==> config.mk <==
export PLATFORM = sky130hd
export DESIGN_NAME = ks_add_sequencer
export DESIGN_NICKNAME = d
export VERILOG_FILES = /design/src/rtl/ks_pkg.sv /design/src/rtl/rr_arbiter.sv /design/src/rtl/ks_add_sequencer.sv
export SDC_FILE = /design/constraint.sdc
export NUM_CORES = 1
export LEC_CHECK = 0
export ABC_AREA = 1
export BUFFER_PORTS_ARGS = -buffer_cell sky130_fd_sc_hd__buf_4
export CAP_MARGIN = 0
export CORE_AREA = 2 2 252 254
export DETAILED_ROUTE_END_ITERATION = 7
export DIE_AREA = 0 0 254 256
export GPL_TIMING_DRIVEN = 1
export HOLD_SLACK_MARGIN = 0.12
export SLEW_MARGIN = 20
export SYNTH_ARGS = -nofsm -noshare
export SYNTH_HDL_FRONTEND = slang
export SYNTH_SLANG_ARGS = --single-unit
==> constraint.sdc <==
create_clock -name clk -period 3.33 [get_ports clk]
set_input_delay 0.666 -clock clk [delete_from_list [all_inputs] [get_ports clk]]
set_output_delay 0.666 -clock clk [all_outputs]
set_load 0.03 [all_outputs]
==> src/rtl/ks_pkg.sv <==
`default_nettype none
// +------------------------------------------------------------------------+
// | Module      : ks_pkg                                                   |
// | Description : Shared types and width helpers for the chunked adder     |
// |               sequencer and its arbiter.                               |
// | Revision    : 1.0                                                      |
// +------------------------------------------------------------------------+

package ks_pkg;

    localparam int c_N_DEFAULT      = 16;
    localparam int c_CHUNKS_DEFAULT = 4;
    localparam int c_NREQ_DEFAULT   = 4;

    typedef enum logic [1:0] {
        S_IDLE = 2'd0,
        S_RUN  = 2'd1,
        S_DONE = 2'd2
    } state_t;

    // Index width that stays at least one bit wide for single-entry cases.
    function automatic int f_idw(input int count);
        return (count > 1) ? $clog2(count) : 1;
    endfunction

    function automatic int f_w(input int n, input int chunks);
        return n * chunks;
    endfunction

endpackage

`default_nettype wire

==> src/rtl/rr_arbiter.sv <==
`default_nettype none
// +------------------------------------------------------------------------+
// | Module      : rr_arbiter                                               |
// | Description : Combinational round-robin picker; search starts at ptr,  |
// |               returns one-hot grant plus encoded winner index.         |
// | Revision    : 1.0                                                      |
// +------------------------------------------------------------------------+

module rr_arbiter
    import ks_pkg::*;
#(
    parameter int NREQ = c_NREQ_DEFAULT,
    parameter int IDW  = f_idw(NREQ)
) (
    input  logic [NREQ-1:0] req,
    input  logic [IDW-1:0]  ptr,
    input  logic            en,
    output logic [NREQ-1:0] grant,
    output logic [IDW-1:0]  idx,
    output logic            any
);

    int w_slot;

    always_comb begin
        grant  = '0;
        idx    = '0;
        any    = 1'b0;
        w_slot = 0;
        if (en) begin
            for (int i = 0; i < NREQ; i++) begin
                w_slot = (int'(ptr) + i) % NREQ;
                if (!any && req[w_slot]) begin
                    any           = 1'b1;
                    grant[w_slot] = 1'b1;
                    idx           = IDW'(w_slot);
                end
            end
        end
    end

endmodule

`default_nettype wire

==> src/rtl/ks_add_sequencer.sv <==
`default_nettype none
// +------------------------------------------------------------------------+
// | Module      : ks_add_sequencer                                         |
// | Description : Time-shares one external N-bit adder slice among NREQ    |
// |               requesters, rippling a W-bit add/sub one chunk a cycle.  |
// | Revision    : 1.0                                                      |
// +------------------------------------------------------------------------+

module ks_add_sequencer
    import ks_pkg::*;
#(
    parameter int N      = c_N_DEFAULT,
    parameter int CHUNKS = c_CHUNKS_DEFAULT,
    parameter int NREQ   = c_NREQ_DEFAULT
) (
    input  logic                           clk,
    input  logic                           rst,
    input  logic [NREQ-1:0]                req_valid,
    output logic [NREQ-1:0]                req_ready,
    input  logic [NREQ*f_w(N,CHUNKS)-1:0]  req_a,
    input  logic [NREQ*f_w(N,CHUNKS)-1:0]  req_b,
    input  logic [NREQ-1:0]                req_sub,
    output logic                           rsp_valid,
    input  logic                           rsp_ready,
    output logic [f_idw(NREQ)-1:0]         rsp_id,
    output logic [f_w(N,CHUNKS)-1:0]       rsp_sum,
    output logic                           rsp_cout,
    output logic                           rsp_ovf,
    output logic                           busy,
    output logic [N-1:0]                   add_a,
    output logic [N-1:0]                   add_b,
    output logic                           add_cin,
    input  logic [N-1:0]                   add_sum,
    input  logic                           add_cout
);

    localparam int c_W   = f_w(N, CHUNKS);
    localparam int c_IDW = f_idw(NREQ);
    localparam int c_CW  = f_idw(CHUNKS);
    localparam logic [c_CW-1:0]  c_LAST_CHUNK = c_CW'(CHUNKS - 1);
    localparam logic [c_IDW-1:0] c_LAST_REQ   = c_IDW'(NREQ - 1);

    state_t                   r_state_q, w_state_d;
    logic [c_IDW-1:0]         r_ptr_q,   w_ptr_d;
    logic [c_IDW-1:0]         r_id_q,    w_id_d;
    logic [c_CW-1:0]          r_cnt_q,   w_cnt_d;
    logic                     r_carry_q, w_carry_d;
    logic                     r_sub_q,   w_sub_d;
    logic [CHUNKS-1:0][N-1:0] r_a_q,     w_a_d;
    logic [CHUNKS-1:0][N-1:0] r_b_q,     w_b_d;
    logic [CHUNKS-1:0][N-1:0] r_sum_q,   w_sum_d;

    logic [NREQ-1:0]  w_grant;
    logic [c_IDW-1:0] w_win;
    logic             w_any;
    logic [c_W-1:0]   w_sel_a;
    logic [c_W-1:0]   w_sel_b;
    logic             w_sel_sub;

    rr_arbiter #(
        .NREQ (NREQ),
        .IDW  (c_IDW)
    ) u_arb (
        .req   (req_valid),
        .ptr   (r_ptr_q),
        .en    (r_state_q == S_IDLE),
        .grant (w_grant),
        .idx   (w_win),
        .any   (w_any)
    );

    // Grant is one-hot, so an OR-of-ANDs is enough to mux the winner's operands.
    always_comb begin
        w_sel_a   = '0;
        w_sel_b   = '0;
        w_sel_sub = 1'b0;
        for (int i = 0; i < NREQ; i++) begin
            if (w_grant[i]) begin
                w_sel_a   = w_sel_a | req_a[i*c_W +: c_W];
                w_sel_b   = w_sel_b | req_b[i*c_W +: c_W];
                w_sel_sub = w_sel_sub | req_sub[i];
            end
        end
    end

    always_comb begin
        w_state_d = r_state_q;
        w_ptr_d   = r_ptr_q;
        w_id_d    = r_id_q;
        w_cnt_d   = r_cnt_q;
        w_carry_d = r_carry_q;
        w_sub_d   = r_sub_q;
        w_a_d     = r_a_q;
        w_b_d     = r_b_q;
        w_sum_d   = r_sum_q;
        add_a     = '0;
        add_b     = '0;
        add_cin   = 1'b0;

        case (r_state_q)
            S_IDLE: begin
                if (w_any) begin
                    w_a_d     = w_sel_a;
                    w_b_d     = w_sel_b ^ {c_W{w_sel_sub}};
                    w_sub_d   = w_sel_sub;
                    w_id_d    = w_win;
                    w_ptr_d   = (w_win == c_LAST_REQ) ? '0 : w_win + 1'b1;
                    w_cnt_d   = '0;
                    w_state_d = S_RUN;
                end
            end
            S_RUN: begin
                // B is stored pre-inverted, so subtraction only needs cin=1 on chunk 0.
                add_a   = r_a_q[r_cnt_q];
                add_b   = r_b_q[r_cnt_q];
                add_cin = (r_cnt_q == '0) ? r_sub_q : r_carry_q;
                w_sum_d[r_cnt_q] = add_sum;
                w_carry_d        = add_cout;
                if (r_cnt_q == c_LAST_CHUNK) begin
                    w_cnt_d   = '0;
                    w_state_d = S_DONE;
                end else begin
                    w_cnt_d = r_cnt_q + 1'b1;
                end
            end
            S_DONE: begin
                if (rsp_ready) begin
                    w_state_d = S_IDLE;
                end
            end
            default: begin
                w_state_d = S_IDLE;
            end
        endcase
    end

    always_ff @(posedge clk) begin
        if (rst) begin
            r_state_q <= S_IDLE;
            r_ptr_q   <= '0;
            r_id_q    <= '0;
            r_cnt_q   <= '0;
            r_carry_q <= 1'b0;
            r_sub_q   <= 1'b0;
            r_a_q     <= '0;
            r_b_q     <= '0;
            r_sum_q   <= '0;
        end else begin
            r_state_q <= w_state_d;
            r_ptr_q   <= w_ptr_d;
            r_id_q    <= w_id_d;
            r_cnt_q   <= w_cnt_d;
            r_carry_q <= w_carry_d;
            r_sub_q   <= w_sub_d;
            r_a_q     <= w_a_d;
            r_b_q     <= w_b_d;
            r_sum_q   <= w_sum_d;
        end
    end

    assign req_ready = w_grant;
    assign rsp_valid = (r_state_q == S_DONE);
    assign busy      = (r_state_q != S_IDLE);
    assign rsp_id    = r_id_q;
    assign rsp_sum   = r_sum_q;
    assign rsp_cout  = r_carry_q;
    assign rsp_ovf   = (r_a_q[CHUNKS-1][N-1] == r_b_q[CHUNKS-1][N-1]) &&
                       (r_sum_q[CHUNKS-1][N-1] != r_a_q[CHUNKS-1][N-1]);

    // A requester must keep its request up until it is granted.
    for (genvar gi = 0; gi < NREQ; gi++) begin : g_req_hold
        a_req_hold: assert property (@(posedge clk) disable iff (rst)
            (req_valid[gi] && !req_ready[gi]) |=> req_valid[gi]);
    end

    a_grant_onehot: assert property (@(posedge clk) disable iff (rst) $onehot0(req_ready));

endmodule

`default_nettype wire

# After elaboration in Yosys (flattened, before gate mapping)
# Cells that the tools add are included.
# word_totals
regBits,202
input_bits,540
output_inout_bits,107
elab_cells,151
# classes
n_addsub,5
order_cmp,10
n_eq_ne,9
n_mux,71
bitwise,16
n_reduce_logical,22
# ops
cell,n
$mux W64,8
$or A64 B64 Y64,6
$mux W16,5
$bmux W16 S2,2
$bwmux W64,1
$xor A64 B64 Y64,1
$demux W16 S2,1
$mux W4,8
$mux W1,25
$mux W2,11
$lt A3 B4 Y1 const B,3
$or A4 B4 Y4,3
$ge A3 B1 Y1 const B,3
$logic_and A1 B1 Y1,9
$bmux W1 S2,4
$demux W1 S2,4
$add A2 B1 Y2 const B,3
$eq A2 B2 Y1 const B,3
$lt A2 B3 Y1 const B,2
$pmux W2 S3,1
$reduce_or A2 Y1,3
$add A2 B2 Y2 const B,2
$ge A2 B1 Y1 const B,2
$logic_not A2 Y1,2
other kinds (12),21

# Longest topological paths before layout
# depth
depth_word,25
depth_mapped,18
ltp_nobuf,16

# By module
# Synthesis repeated with hierarchy kept, for this count alone.
# unflattened
hier_cells,2505
area_unflattened_um2,13843.3
# modules_own_cells
mod,instances,cells_per_inst,area_each_um2,seq_area_each_um2
ks_add_sequencer,1,2415,13302.8,4043.9
rr_arbiter,1,90,540.5,0.0

# Worst setup path before layout
# Ideal clock, no wire load.
# synth_timing
path_kind,reg-to-output
start,register r_ptr_q[0]
end,output port req_ready[0]
arrival_ns,2.225
required_time_ns,2.664
setup_slack_ns,0.439
stages_incl_launch_ff,14
n_path_buf,3
cell_sequence,dfxtp_1 inv_2 ha_1 inv_1 nand2_1 nand2_2 nor2_4 nand4_1 nand3_2 buf_6 buf_6 buf_2 nand2_1 inv_1
# synth_between
elab_chain_cells,16
word_cells_on_any_way,63
classes_between,add/sub: 3; order compare: 8; mux: 33; bitwise: 6; reduce/logical: 13
# synth_lines
element,line,text
"start, declared",ks_add_sequencer.sv:44,"logic [c_IDW-1:0] r_ptr_q, w_ptr_d;"
"start signal, assigned",ks_add_sequencer.sv:150,r_ptr_q <= w_ptr_d;
$add A2 B1 Y2 or $bmux W1 S2 (tied branches),"rr_arbiter.sv:32, rr_arbiter.sv:33",
$reduce_or A2 Y1 (no line) or $mux W1 (tied branches),-,
$and A1 B1 Y1 (no line) or $mux W1 (tied branches),-,
"$lt A3 B4 Y1 (not written as such), or another cell as far along",rr_arbiter.sv:35,grant[w_slot] = 1'b1;
$logic_and A1 B1 Y1 (not written as such) or $logic_not A1 Y1 (tied branches),"rr_arbiter.sv:35, rr_arbiter.sv:33",
$mux W1 (not written as such) or $logic_and A1 B1 Y1 (tied branches),"rr_arbiter.sv:35, rr_arbiter.sv:33",
$demux W1 S2 or $mux W1 (tied branches),-,
$or A4 B4 Y4 (no line) or $mux W1 (tied branches),-,
$mux W4 or $logic_not A1 Y1 (tied branches),rr_arbiter.sv:33,if (!any && req[w_slot]) begin
$mux W4 or $logic_and A1 B1 Y1 (tied branches),"rr_arbiter.sv:30, rr_arbiter.sv:33",
$or A4 B4 Y4 (no line) or $mux W1 (tied branches),-,
$mux W4 or $mux W1 (tied branches),"rr_arbiter.sv:33, rr_arbiter.sv:30",
$mux W4 or $logic_not A1 Y1 (tied branches),"rr_arbiter.sv:30, rr_arbiter.sv:33",
$or A4 B4 Y4 (no line) or $logic_and A1 B1 Y1 (tied branches),-,
$mux W4 *,rr_arbiter.sv:33,
$mux W4 *,rr_arbiter.sv:30,if (en) begin
"end, declared",ks_add_sequencer.sv:19,"output logic [NREQ-1:0] req_ready,"
# Every way passes the cells marked *; elsewhere a longest branch is shown, timed or not. The select of a mux whose other input is x is not followed.

# Worst setup path in the final report
# layout_timing
start,register r_ptr_q[1]
end,output port req_ready[2]
# Same word-level chain as after synthesis.

==> summary.txt <==
Outcome
  – Run status: finished, final reports clean

Synthesis
  – Synth Cell Area: 13770 µm²
  – Synth cell types: 28
  – Synth Register Bits: 202
  – Seq/Total Area, Yosys: 29.36%
  – Yosys top cell by area: dfxtp_1
  – Share of the synthesized area in the top cell type: 29.36%
  – Syn_area_per_cell: 5.846 µm²
  – Number of synthesized flops with an enable pin: 0
  – Async S/R FF share, synth: 0%
  – Synth Instances: 2356
  – Post-synth top flop: dfxtp_1
  – Mapped Nets: approximately 2900
  – Synth area leaders: dfxtp_1 (29%), nand2_1 (20%), nand3_1 (15%)
  – Yosys warnings: 0

Global routing
  – Largest net degree at the start of global routing: ~130
  – Vias in the first global route: ~17000
  – Gr ovfl total: 0
  – Initial antenna violation count: 2
  – First-pass GRT wire length: between 90000 and 100000 µm
  – All-Layer GR Usage: 19.40%

Power
  – Net Sw Frac: between 50% and 60%
  – Share of power burned in registers: 20.6%
  – Power, Total: ~18000 µW
  – Int Power: 8740 µW
  – Net Switching: 9071 µW
  – Logic pwr share: about 63%
  – Clock power frac: 16.5%
  – VDD IR max: 0.0004538 V
  – PwrDens: 876.5 nW/µm²
  – Leak pwr: 0.009786 µW

Clocking
  – Num CTS Buffers: 25
  – CTS Buffer Depth: 3
  – Insertion delay to the later sink of the worst-skew pair: 0.57 ns
  – Depth of the CTS H-tree: 1
  – CTS Sinks: roughly 200
  – CTS tree: yes
  – Clk pin slew, worst setup/hold paths: 0.06 ns
  – Root buffer cell: clkbuf_16
  – # hold bufs at CTS: 0

Setup path
  – Crit path kind: register to output pin
  – Max stage delay cell, worst path: dfxtp_1
  – CP Launch Type: register
  – Max incr delay on CP: 0.31 ns
  – Worst-path maximum fanout: 6
  – CP arrival: about 2.5 ns
  – WP buf/inv: 4
  – Worst-path cell chain: inv_1 > ha_4 > inv_1 > nand3_1 > nand2_1 > nor2_4 > a21oi_1 > nand3_4 > nand2_2 > inv_2 > buf_4
  – Most used cell, CP: inv_1
  – Required time worst endpoint: 2.66 ns
  – Nature of the critical path endpoint: output pin
  – Crit path max-delay family: simple AND/OR/NAND/NOR gates

Drt
  – Final ANT Viol Nets: 0
  – Via count: 17500
  – Drt wl/cell: approximately 18 µm
  – DR vias/cell: approximately 4.7
  – Drt total wl: 66370 µm
  – Initial DRC Count: about 1500
  – Residual DRC: 0
  – Initial DRT Pass Iterations: 5

Placed design
  – Area after DPL: 19390 µm²
  – Setup slack at placement: about 0.39 ns
  – IO Port Bufs: 646
  – Detail Placement HPWL: ~50000 µm
  – RePlAce Congestion: 0.8670

STA
  – Achievable frequency: around 0.32 GHz
  – Worst setup margin: between 0.15 and 0.2 ns
  – Slew margin rel.: 44.93%
  – Clk_skew: approximately 0.026 ns
  – RSZ-0062 raised after global routing: yes
  – Fin. max-slew vios: 0
  – Setup violations, final: 0
  – Worst slew pin tran: 0.8251 ns
  – Final Cycle Share: 95.02%
  – Crit path time final: 3.164 ns
  – Hold Vio Cnt, Final: 0

Floorplan
  – Boundary Pins: 647
  – Die H: ~260 µm
  – Die area: 65020 µm²
  – Floorplan core area: a little over 60000 µm²
  – Row count: 92
  – Die Wd: 254 µm
  – Starting density of the core: 22.08%

Final layout
  – Final Cell Area: 20320 µm²
  – Final Core Density: about a third
  – Proportion of layout cells with a drive suffix above 1: between 20% and 30%
  – Nets: about 3400
  – Fillers: 6963
  – Area Growth Syn to Fin: 47.53%

Worst hold path
  – Hold WC Path Type: input port to register

Job
  – Max Cap Violations: 0
==> repair_timing <==
item | in CTS | in global routing
gates resized for setup | 3 | 3
setup endpoints to repair | 3 | 3
gates cloned | 0 | 1
setup buffers | 1 | 1
pin swaps | 0 | 1
==> registers in the layout (all words and copies together), names as in the netlist <==
register,flops
rsp_cout,1
r_cnt_q,2
r_a_q,64
r_b_q,64
rsp_id,2
r_ptr_q,2
r_sub_q,1
rsp_sum,64
r_state_q,2
==> per-layer routing <==
layer	GRT usage, %	vias to the layer above	part of all wire (%)
li1	-	8726	-
met1	25.22	8033	43
met2	32.13	631	47
met3	3.468	105	6.4
met4	6.585	0	3.6
met5	0	-	0
==> worst reg2reg max path, delay by kind of cell, from the launching register on <==
| kind | cells | cell delay [ns] |
|---|---|---|
| simple gates | 7 | 0.97 |
| buf+inv | 5 | 0.80 |
| fa+ha+maj | 1 | 0.34 |
| flops | 1 | 0.33 |
| compound gates | 1 | 0.24 |
==> layout make-up <==
type | count | area [µm²] | share of cell area [%]
Multi-Input combinational cell | 1751 | 8085 | 39.79
Clock buffer | 32 | 701.9 | 3.454
Clock inverter | 14 | 173.9 | 0.8559
Inverter | 220 | 830.8 | 4.089
Sequential cell | 202 | 4049 | 19.93
Antenna cell | 1 | 2.502 | 0.01232
Timing Repair Buffer | 695 | 5418 | 26.66
Tap cell | 846 | 1059 | 5.209
==> worst paths after layout <==
check                                start            to  slack, ns  cells past startpoint
worst max-delay path            r_ptr_q[1]  req_ready[2]       0.17                     11
worst min-delay path              add_cout      rsp_cout       0.33                      3
worst max register to register  r_ptr_q[1]     r_a_q[55]       0.57                     14
worst min register to register  rsp_sum[6]    rsp_sum[6]       0.46                      2
==> cells in the final DEF (no fill, tap or decap), types with 2 or more instances in the layout <==
master	count
dfxtp_1	200
a21oi_1	175
ha_1	10
nand2_2	6
inv_2	8
nand2_4	2
clkbuf_8	5
o211ai_1	2
o21ai_0	126
nand2_1	742
o21ai_1	5
clkbuf_16	25
nand3_4	4
clkbuf_1	2
nand4_1	5
buf_4	679
a41oi_1	64
nand3_2	2
buf_12	16
clkinvlp_4	4
a21boi_0	4
nor2_4	5
nor2_1	195
inv_1	210
clkinv_2	5
inv_4	2
nand3_1	398
bufinv_16	3
==> stage by stage <==
step	hold slack (ns)	setup TNS, ns	std cells
2_1_floorplan	0.4445	0	2356
3_3_place_gp	0.4496	0	3711
3_5_place_dp	0.4536	0	3711
4_1_cts	0.2931	0	3758
5_1_grt	0.3338	-0.01226	3761
6_report	0.3322	0	3761
==> logic make-up (layout without fill, tap and decap cells) <==
kind of cell	count (synthesis)	count (layout)	synth area share, %
XOR/XNOR	1	1	0.06360
AO/OA/AOI/OAI	377	377	15.56
AND/OR/NAND/NOR	1361	1362	41.28
flip-flops	202	202	29.36
buffers and inverters	404	961	12.74
adder cells (fa/ha/maj)	11	11	0.9993
other	0	1	0
==> power by group through the flow <==
stage / clock network (µW) / registers (µW) / logic [µW]
final: 2940 / 3670 / 11200
after detailed placement: 0 / 3710 / 11200
after global placement: 0 / 3730 / 11100
after global routing: 3110 / 3740 / 12600
after CTS: 3020 / 3670 / 11300
after floorplan: 0 / 3640 / 7700
==> cell usage after synthesis, types with 2 or more instances <==
cell,number
nand2_4,2
nor2_1,197
buf_4,34
ha_1,11
a21boi_0,4
o21ai_0,126
nor2_2,2
nand3_1,401
buf_1,11
inv_1,214
a21oi_1,175
nand2_1,745
nand3_2,3
inv_2,4
o21ai_1,5
a41oi_1,64
buf_6,9
o211ai_1,2
dfxtp_1,202
clkinv_1,2
nand2_2,4
clkbuf_1,96
nand4_1,5
buf_2,34
(Power assumes the default switching activity.)
